===== src/rtl/apu_envelope_seq.sv =====
// apu_envelope_seq: per-channel raw volumes (3 envelopes + wave level), registered outputs.
// Optional: APU_ENV_ZOMBIE_EN enables volume modification on envelope register writes.
module apu_envelope_seq #(
  parameter int TIMER_ZERO_AS = 8,
  parameter int WAVE_FULL     = 15
) (
  input  logic        clk,
  input  logic        n_reset,
  input  logic        env_tick,
  input  logic [3:0]  trig,
  input  logic [3:0]  ch_on,
  input  logic [7:0]  nr12,
  input  logic [7:0]  nr22,
  input  logic [7:0]  nr42,
  input  logic [1:0]  nr32_level,
  input  logic [2:0]  nrx2_wr,
  output logic [15:0] volumes_raw,
  output logic [3:0]  dac_off
);
  logic [3:0]  env_d [3];
  logic [3:0]  wave_v;
  logic [15:0] volumes_d, volumes_q;
  logic [3:0]  dac_d, dac_q;
  logic        unused_ok;
  assign unused_ok = ^{trig[2], nrx2_wr};
  for (genvar e = 0; e < 3; e++) begin : g_env
    localparam int B = (e == 2) ? 3 : e;
    logic [7:0] r;
    logic [3:0] vol_q, vol_d, tmr_q, tmr_d;
    logic [2:0] per_q, per_d;
    logic       dir_q, dir_d, stop_q, stop_d;
`ifdef APU_ENV_ZOMBIE_EN
    logic [3:0] zv;
`endif
    assign r = (e == 0) ? nr12 : (e == 1) ? nr22 : nr42;
    assign env_d[e] = vol_d;
    always_comb begin
      vol_d  = vol_q;
      tmr_d  = tmr_q;
      per_d  = per_q;
      dir_d  = dir_q;
      stop_d = stop_q;
`ifdef APU_ENV_ZOMBIE_EN
      zv     = vol_q;
`endif
      if (trig[B]) begin
        vol_d  = r[7:4];
        dir_d  = r[3];
        per_d  = r[2:0];
        tmr_d  = (r[2:0] == 3'd0) ? 4'(TIMER_ZERO_AS) : {1'b0, r[2:0]};
        stop_d = 1'b0;
      end
`ifdef APU_ENV_ZOMBIE_EN
      else if (nrx2_wr[e] && ch_on[B]) begin
        if (per_q == 3'd0 && !stop_q) zv = vol_q + 4'd1;
        else if (!dir_q) zv = vol_q + 4'd2;
        vol_d = (r[3] != dir_q) ? 4'd0 - zv : zv;
        dir_d = r[3];
        per_d = r[2:0];
      end
`endif
      else if (env_tick && per_q != 3'd0 && !stop_q) begin
        if (tmr_q > 4'd1) tmr_d = tmr_q - 4'd1;
        else begin
          tmr_d = {1'b0, per_q};
          if (dir_q && vol_q != 4'd15) vol_d = vol_q + 4'd1;
          else if (!dir_q && vol_q != 4'd0) vol_d = vol_q - 4'd1;
          else stop_d = 1'b1;
        end
      end
    end
    always_ff @(posedge clk or negedge n_reset) begin
      if (!n_reset) begin
        vol_q  <= 4'd0;
        tmr_q  <= 4'd0;
        per_q  <= 3'd0;
        dir_q  <= 1'b0;
        stop_q <= 1'b0;
      end else begin
        vol_q  <= vol_d;
        tmr_q  <= tmr_d;
        per_q  <= per_d;
        dir_q  <= dir_d;
        stop_q <= stop_d;
      end
    end
  end
  always_comb begin
    wave_v = (nr32_level == 2'd0) ? 4'd0 :
             (nr32_level == 2'd1) ? 4'(WAVE_FULL) :
             (nr32_level == 2'd2) ? 4'(WAVE_FULL >> 1) : 4'(WAVE_FULL >> 2);
    volumes_d = {ch_on[3] ? env_d[2] : 4'h0, ch_on[2] ? wave_v : 4'h0,
                 ch_on[1] ? env_d[1] : 4'h0, ch_on[0] ? env_d[0] : 4'h0};
    dac_d = {nr42[7:3] == 5'd0, nr32_level == 2'd0, nr22[7:3] == 5'd0, nr12[7:3] == 5'd0};
  end
  always_ff @(posedge clk or negedge n_reset) begin
    if (!n_reset) begin
      volumes_q <= 16'h0000;
      dac_q     <= 4'b1111;
    end else begin
      volumes_q <= volumes_d;
      dac_q     <= dac_d;
    end
  end
  assign volumes_raw = volumes_q;
  assign dac_off     = dac_q;
endmodule


===== config.mk =====
export PLATFORM = sky130hd
export DESIGN_NAME = apu_envelope_seq
export DESIGN_NICKNAME = d
export VERILOG_FILES = /design/src/rtl/apu_envelope_seq.sv
export SDC_FILE = /design/constraint.sdc
export NUM_CORES = 1
export LEC_CHECK = 0
export ABC_AREA = 1
export ABC_CLOCK_PERIOD_IN_PS = 2900
export CORE_MARGIN = 2
export CORE_UTILIZATION = 35
export CTS_CLUSTER_SIZE = 28
export DETAILED_ROUTE_END_ITERATION = 10
export GPL_ROUTABILITY_DRIVEN = 0
export PLACE_DENSITY = 0.63
export SLEW_MARGIN = 20
export SYNTH_ARGS = -nofsm -noshare
export SYNTH_HDL_FRONTEND = slang
export SYNTH_SLANG_ARGS = --single-unit

===== constraint.sdc =====
create_clock -name clk -period 2.9 [get_ports clk]
set_clock_uncertainty 0.05 [all_clocks]
set_input_delay 0.29 -clock clk [delete_from_list [all_inputs] [get_ports clk]]
set_output_delay 0.29 -clock clk [all_outputs]
set_load 0.05 [all_outputs]

==> reports/metrics.yaml, run 1 <==
grt:
  grt_pass1_vias: 2875
  met1_usage_pct: 20.0
  grt_max_degree: 31
  antenna_found_initial: 0
  grt-busiest-layer: "met2"
  grt.met3_usage_pct: 4.01
  grt_pass1_wl_um: 12600
  met2_usage_pct: 25.7
  overflow: 0
  track_usage_pct: 15.8
floorplanning:
  dieArea_um2: 9930
  ios: 60
  core_area_um2: 8810
  core.rowCount: 34
  fp.dieH_um: 99.6
  start_util_pct: 36.4
  die_w_um: 99.6
routing:
  wirelength_um: 7050
  ant_nets: 0
  first_pass_iters: 4
  vias: 2817
  viasPerCell: 4.94
  drcViolationCount: 0
  wire_per_inst_um: 12.4
  drtIter0Drc: 111
yosys:
  yosys.area.top_type: "dfrtp_1"
  synthDistinctLibCells: 34
  syn_area_um2: 3200
  syn_area_per_cell_um2: 8.13
  ys_seq_area_share_pct: 45.5
  synth_nets: 448
  yosys_warnings: 0
  syn_inst: 394
  netlist_top_cells_area: "dfrtp_1 (42%), nand2_1 (9.7%), inv_1 (6.1%)"
  synth_seq_cells: 58
  yosys.area.top_type_share_pct: 42.2
place:
  dpl-instance-area_um2: 3880
  hpwl_um: 5280
  numPortBuffers: 55
  pre_cts_ws_ns: 0.894
layout:
  final_cell_mix: "nand2_1 (83), dfrtp_1 (54), clkdlybuf4s50_1 (54)"
  drive_gt1_share_pct: 13.2
  fin_area_um2: 4180
  nFillCells: 858
  nNetsFinal: 511
  seq_area_um2: 1460
  multi_input_area_um2: 1490
  antennaDiodeCount: 0
  area_delta_synth_final_pct: 30.4
  layout_commonest_cell: "nand2_1"
  finish.utilization_pct: 47.4
clock_network:
  root_buffer: "clkbuf_8"
  clkLatencyLatePin_ns: 0.34
  htreeDepth: 3
  clockBufferDepth: 2
  cts_made_buffers: 9
  cts_tree: "built"
  path_clk_slew_ns: 0.07
  clkSinkCount: 58
run_status:
  outcome: "complete, no violations"
timing:
  worstMarginPinSlew_ns: 0.729
  hold_viol: 0
  min_period_ns: 2.00
  worst_slack_ns: 0.895
  fmax_mhz: 499
  maxSlewViolCount: 0
  setup_tns_ns: 0
  max-slew-margin-rel_pct: 51.4
  setup_viol: 0
  rsz0062_at_grt: "no"
  finalCritPeriodShare_pct: 69.1
critical_path:
  cp_cell_sequence: "clkdlybuf4s50_1"
  cp_top_family: "buffers and inverters"
  path_class: "flip-flop to output pin"
  required_ns: 2.56
  reg2regPathDepth: 10
  endpoint_kind: "output pin"
  start_kind: "flip-flop"
  crit_cells: 1
  crit_fanout: 1
  cp.buffers_inverters: 1
  cp.arrival_ns: 1.66
  slowest_delay_ns: 0.81
  cp_slowest_cell: "clkdlybuf4s50_1"
power:
  pwr_density_cell_nw_per_um2: 678
  vdd_drop_max_uv: 260
  finalPower_mw: 2.83
  p_leak_nw: 2.04
min_path:
  worstHoldPathType: "input pin to flip-flop"
  hold-path-cell-count: 2
job:
  cap_violations: 0
-- sequential cells by signal, indices dropped and copies added, names as in the netlist --
signal / cells
volumes_raw: 15
g_env.tmr_q: 12
g_env.vol_q: 12
g_env.per_q: 9
dac_off: 4
g_env.dir_q: 3
g_env.stop_q: 3
-- per-layer routing --
metal | vias to the layer above | part of all wire [%]
met3 | 13 | 5.3
li1 | 1404 | -
met1 | 1323 | 47
met4 | 0 | 1.9
met5 | - | 0
met2 | 77 | 45
-- repair_timing --
item | 4_1_cts | 5_1_grt
endpoints found under the hold margin | 25 | 0
endpoints found under the setup margin | 0 | 0
resized for setup | 0 | 0
hold buffers | 1 | 0
buffers inserted | 0 | 0
-- worst paths after layout --
path	slack, ns	start	endpoint
setup / recovery	0.90	dac_off[0]	dac_off[0]
hold / removal	0.43	nr42[5]	dac_off[3]
setup reg to reg	1.20	g_env[0].tmr_q[0]	volumes_raw[1]
hold reg to reg	0.45	g_env[2].per_q[2]	g_env[2].per_q[2]
max in group asynchronous	1.62	n_reset	dac_off[1]
min in group asynchronous	0.49	n_reset	volumes_raw[10]
-- through the flow --
step	instances	hold slack, ns
after global placement	553	0.338
after CTS	570	0.420
after floorplan	394	-0.0556
final	570	0.429
after detailed placement	553	0.339
after global routing	570	0.424
-- Yosys cell counts, drive strengths merged --
cell	n
o211ai	2
nand2	88
a31oi	3
xnor2	2
nor2	38
nor3b	3
a21oi	21
a31o	1
dfstp	4
xor2	3
a22o	1
inv	60
o21ai	36
a32oi	1
clkbuf	3
buf	3
nand4	6
or2	6
ha	14
nand3	32
o221ai	2
nor3	11
dfrtp	54
-- where the power goes --
part | leakage (nW) | internal (mW) | switching (mW)
Sequential | 0.707 | 0.915 | 0.0902
Combinational | 1.19 | 0.302 | 0.473
Clock | 0.143 | 0.729 | 0.323
Total | 2.04 | 1.95 | 0.887
-- cell families (layout without fill, tap and decap cells) --
family	after synthesis	after routing	share of synthesized area, %
AOI/OAI and AO/OA	67	67	12.6
buffers and inverters	66	134	7.93
and+or+nand+nor	184	184	27.1
adders and majority gates	14	14	5.47
DFF	58	58	45.5
xor gates and xnor gates	5	5	1.37
-- layout make-up --
type	instances	area share (%)
timing repair buffer	58	14.0
inverter	60	5.39
clock inverter	4	2.88
tap	108	3.24
multi-input combinational	270	35.7
clock buffer	12	3.95
sequential	58	34.9
(Power assumes the default switching activity.)
==> inputs of run 2 (changes only) <==
Settings changed: ABC_CLOCK_PERIOD_IN_PS 2900 to 2100.
Clock period 2.9 ns to 2.1 ns, I/O delays scaled along.
==> reports/metrics.yaml, run 2 (same netlist as run 1, synthesis figures left out) <==
job:
  cap_violations: 0
layout:
  seq_area_um2: 1460
  drive_gt1_share_pct: 13.1
  layout_commonest_cell: "nand2_1"
  nFillCells: 879
  final_cell_mix: "nand2_1 (83), dfrtp_1 (54), clkdlybuf4s50_1 (54)"
  multi_input_area_um2: 1490
  antennaDiodeCount: 0
  largest_reg_flops: 15
  nNetsFinal: 513
  area_delta_synth_final_pct: 28.5
clock_network:
  root_buffer: "clkbuf_8"
  cts_tree: "built"
  cts_resized: 0
  clockBufferDepth: 2
  cts_made_buffers: 9
  clkSinkCount: 58
  clkLatencyLatePin_ns: 0.34
  path_clk_slew_ns: 0.06
  htreeDepth: 3
  cts_setup_buffers: 0
critical_path:
  endpoint_kind: "output pin"
  cp_top_family: "buffers and inverters"
  start_kind: "flip-flop"
  cp_slowest_cell: "clkdlybuf4s50_1"
  crit_path_start: "dac_off[0]"
  reg2regPathDepth: 10
  crit_cells: 1
  path_class: "flip-flop to output pin"
  cp_cell_sequence: "clkdlybuf4s50_1"
  cp.arrival_ns: 1.68
  crit_fanout: 1
  slowest_delay_ns: 0.81
  required_ns: 1.84
  timing.rr.start: "g_env[0].tmr_q[0]"
  cp.buffers_inverters: 1
power:
  vdd_drop_max_uv: 309
  p_leak_nw: 2.02
  finalPower_mw: 3.56
  pwr_density_cell_nw_per_um2: 866
grt:
  grt_max_degree: 39
  antenna_found_initial: 0
  grt_pass1_vias: 2810
  grt_pass1_wl_um: 12700
  overflow: 0
  track_usage_pct: 16.0
min_path:
  worstHoldPathType: "input pin to asynchronous set/reset pin"
routing:
  viasPerCell: 4.89
  first_pass_iters: 5
  ant_nets: 0
  vias: 2799
  drcViolationCount: 0
  drtIter0Drc: 129
  wirelength_um: 7310
  wire_per_inst_um: 12.8
floorplanning:
  fp.dieH_um: 99.6
  core_area_um2: 8810
  die_w_um: 99.6
  dieArea_um2: 9930
  core.rowCount: 34
  start_util_pct: 36.4
  ios: 60
timing:
  fmax_mhz: 516
  finalCritPeriodShare_pct: 92.3
  max-slew-margin-rel_pct: 65.2
  maxSlewViolCount: 0
  hold_viol: 0
  whs_ns: 0.310
  worstMarginPinSlew_ns: 0.520
  setup_viol: 0
  setup_tns_ns: 0
  rsz0062_at_grt: "no"
  min_period_ns: 1.94
place:
  hpwl_um: 5440
  numPortBuffers: 55
run_status:
  outcome: "complete, no violations"
-- run 2: area by class of cell --
class | instances | share of cell area, %
flip-flops and latches | 58 | 35.4
well taps | 108 | 3.28
clock buffers | 14 | 4.20
clock inverters | 2 | 0.852
repair buffers | 60 | 14.5
inverters | 60 | 5.47
multi-input cells | 270 | 36.3
-- run 2: report_power, final --
| group | switching (mW) | internal [mW] | total [mW] |
|---|---|---|---|
| Clock | 0.431 | 0.644 | 1.08 |
| Combinational | 0.667 | 0.422 | 1.09 |
| Sequential | 0.134 | 1.26 | 1.40 |
-- run 2: through the flow --
stage	worst slack [ns]	util, %	instance area [um2]	instances
floorplan	0.596	-	3200	394
global placement	0.297	44.2	3900	555
detailed placement	0.239	44.2	3900	555
CTS	0.141	46.7	4110	572
global route	0.109	46.7	4110	572
finish	0.162	46.7	4110	572
-- run 2: what timing repair did --
action                                 in CTS  in global routing
endpoints found under the hold margin      18                  0
setup endpoints to repair                   0                  0
hold buffers                                1                  0
-- run 2: worst paths after layout --
check	endpoint	slack (ns)
setup / recovery	dac_off[0]	0.16
hold / removal	volumes_raw[9]	0.31
setup reg to reg	volumes_raw[1]	0.40
hold reg to reg	g_env[2].stop_q	0.45
max in group asynchronous	dac_off[1]	1.04
min in group clk	dac_off[3]	0.36
-- run 2: metal layers --
layer | track usage [%] | routed length, um | vias to the layer above
li1 | - | - | 1414
met1 | 20.6 | 3420 | 1296
met2 | 25.4 | 3360 | 79
met3 | 4.57 | 414 | 10
met4 | 6.11 | 111 | 0
met5 | 0 | 0 | -
==> inputs of run 3 (changes only) <==
Settings changed: CELL_PAD_IN_SITES_DETAIL_PLACEMENT set to 1, CELL_PAD_IN_SITES_GLOBAL_PLACEMENT set to 1, PLACE_DENSITY 0.63 to 0.8.
==> reports/metrics.yaml, run 3 (same netlist as run 1, synthesis figures left out) <==
critical_path:
  rrSetupSlack_ns: 0.31
  cp_cell_sequence: "clkdlybuf4s50_1"
  endpoint_kind: "output pin"
  worstReg2RegEnd: "volumes_raw[14]"
  slowest_delay_ns: 0.80
  timing.rr.start: "g_env[2].vol_q[0]"
  cp.arrival_ns: 1.66
  required_ns: 1.84
  start_kind: "flip-flop"
  cp_top_family: "buffers and inverters"
  cp.buffers_inverters: 1
  reg2regPathDepth: 8
  crit_path_start: "dac_off[2]"
  cp_slowest_cell: "clkdlybuf4s50_1"
  path_class: "flip-flop to output pin"
  crit_fanout: 1
layout:
  nNetsFinal: 514
  antennaDiodeCount: 0
  nFillCells: 1060
  final_cell_mix: "nand2_1 (83), dfrtp_1 (54), clkdlybuf4s50_1 (54)"
  multi_input_area_um2: 1490
  drive_gt1_share_pct: 13.5
  area_delta_synth_final_pct: 29.1
  largest_reg_flops: 15
  layout_commonest_cell: "nand2_1"
  seq_area_um2: 1460
routing:
  ant_nets: 0
  highest_layer: "met4"
  first_pass_iters: 4
  wirelength_um: 8170
  dr_wl_met3_um: 233
  met1Wirelength_um: 3700
  drtIter0Drc: 51
  vias: 2870
  wl_met2_um: 4100
  viasPerCell: 5.01
  wire_per_inst_um: 14.3
  drcViolationCount: 0
min_path:
  hp-start: "nr12[6]"
  worstHoldPathType: "input pin to flip-flop"
  hold-path-cell-count: 2
  holdPathEnd: "dac_off[0]"
clock_network:
  clkSinkCount: 58
  path_clk_slew_ns: 0.07
  clkLatencyLatePin_ns: 0.34
  cts_tree: "built"
  cts_setup_buffers: 0
  cts_resized: 0
  cts_hold_buf: 1
  htreeDepth: 3
  clockBufferDepth: 2
  root_buffer: "clkbuf_8"
  cts_made_buffers: 9
floorplanning:
  core.rowCount: 34
  fp.dieH_um: 99.6
  dieArea_um2: 9930
  ios: 60
  die_w_um: 99.6
  core_area_um2: 8810
  start_util_pct: 36.4
power:
  p_clk_share_pct: 31.8
  pwr_density_cell_nw_per_um2: 884
  vdd_drop_max_uv: 389
  power_frac_seq_pct: 38.1
  p_leak_nw: 2.02
  p_sw_mw: 1.27
  switching_share_pct: 34.8
  comb_power_share_pct: 30.1
  internal-power_mw: 2.38
timing:
  hold_viol: 0
  finalCritPeriodShare_pct: 91.3
  setup_viol: 0
  setup_tns_ns: 0
  fmax_mhz: 522
  worst_slack_ns: 0.183
  max-slew-margin-rel_pct: 65.9
  min_period_ns: 1.92
  maxSlewViolCount: 0
  rsz0062_at_grt: "no"
  worstMarginPinSlew_ns: 0.511
grt:
  grt_max_degree: 59
  grt_pass1_vias: 3023
  track_usage_pct: 17.7
  overflow: 0
  grt_pass1_wl_um: 14100
  antenna_found_initial: 0
run_status:
  outcome: "complete, no violations"
job:
  cap_violations: 0
place:
  pre_cts_ws_ns: 0.293
  hpwl_um: 6070
  numPortBuffers: 55
-- run 3: final cells by class --
| class | count | share of cell area [%] |
|---|---|---|
| timing repair buffer | 61 | 14.7 |
| clock buffer | 11 | 3.42 |
| clock inverter | 5 | 1.88 |
| tap | 108 | 3.27 |
| inverter | 60 | 5.45 |
| multi-input combinational | 270 | 36.1 |
| sequential | 58 | 35.2 |
-- run 3: metal layers --
metal	track usage [%]	up-vias
met1	21.9	1402
met2	31.2	49
met4	6.01	0
met5	0	-
li1	-	1409
met3	3.30	10
-- run 3: per-stage QoR --
stage | cells | cell area, um2 | util, % | power, mW | hold WS, ns
after global placement | 556 | 3900 | 44.3 | 2.46 | 0.194
after global routing | 573 | 4130 | 46.9 | 3.89 | 0.329
after detailed placement | 556 | 3900 | 44.3 | 2.51 | 0.196
after floorplan | 394 | 3200 | - | 2.17 | -0.136
final | 573 | 4130 | 46.9 | 3.65 | 0.341
after CTS | 573 | 4130 | 46.9 | 3.70 | 0.317
-- run 3: how the worst max path moves through the flow --
stage,to,cells after the start
2_1_floorplan,g_env[0].vol_q[1],10
3_3_place_gp,volumes_raw[13],10
3_5_place_dp,volumes_raw[5],10
4_1_cts,dac_off[2],1
5_1_grt,volumes_raw[14],8
6_report,dac_off[2],1
-- run 3: power by group through the flow --
stage / clock (mW) / sequential, mW / combinational (mW)
floorplan: 0 / 1.48 / 0.689
global placement: 0 / 1.41 / 1.05
detailed placement: 0 / 1.41 / 1.10
CTS: 1.20 / 1.39 / 1.11
global route: 1.24 / 1.42 / 1.23
finish: 1.16 / 1.39 / 1.10
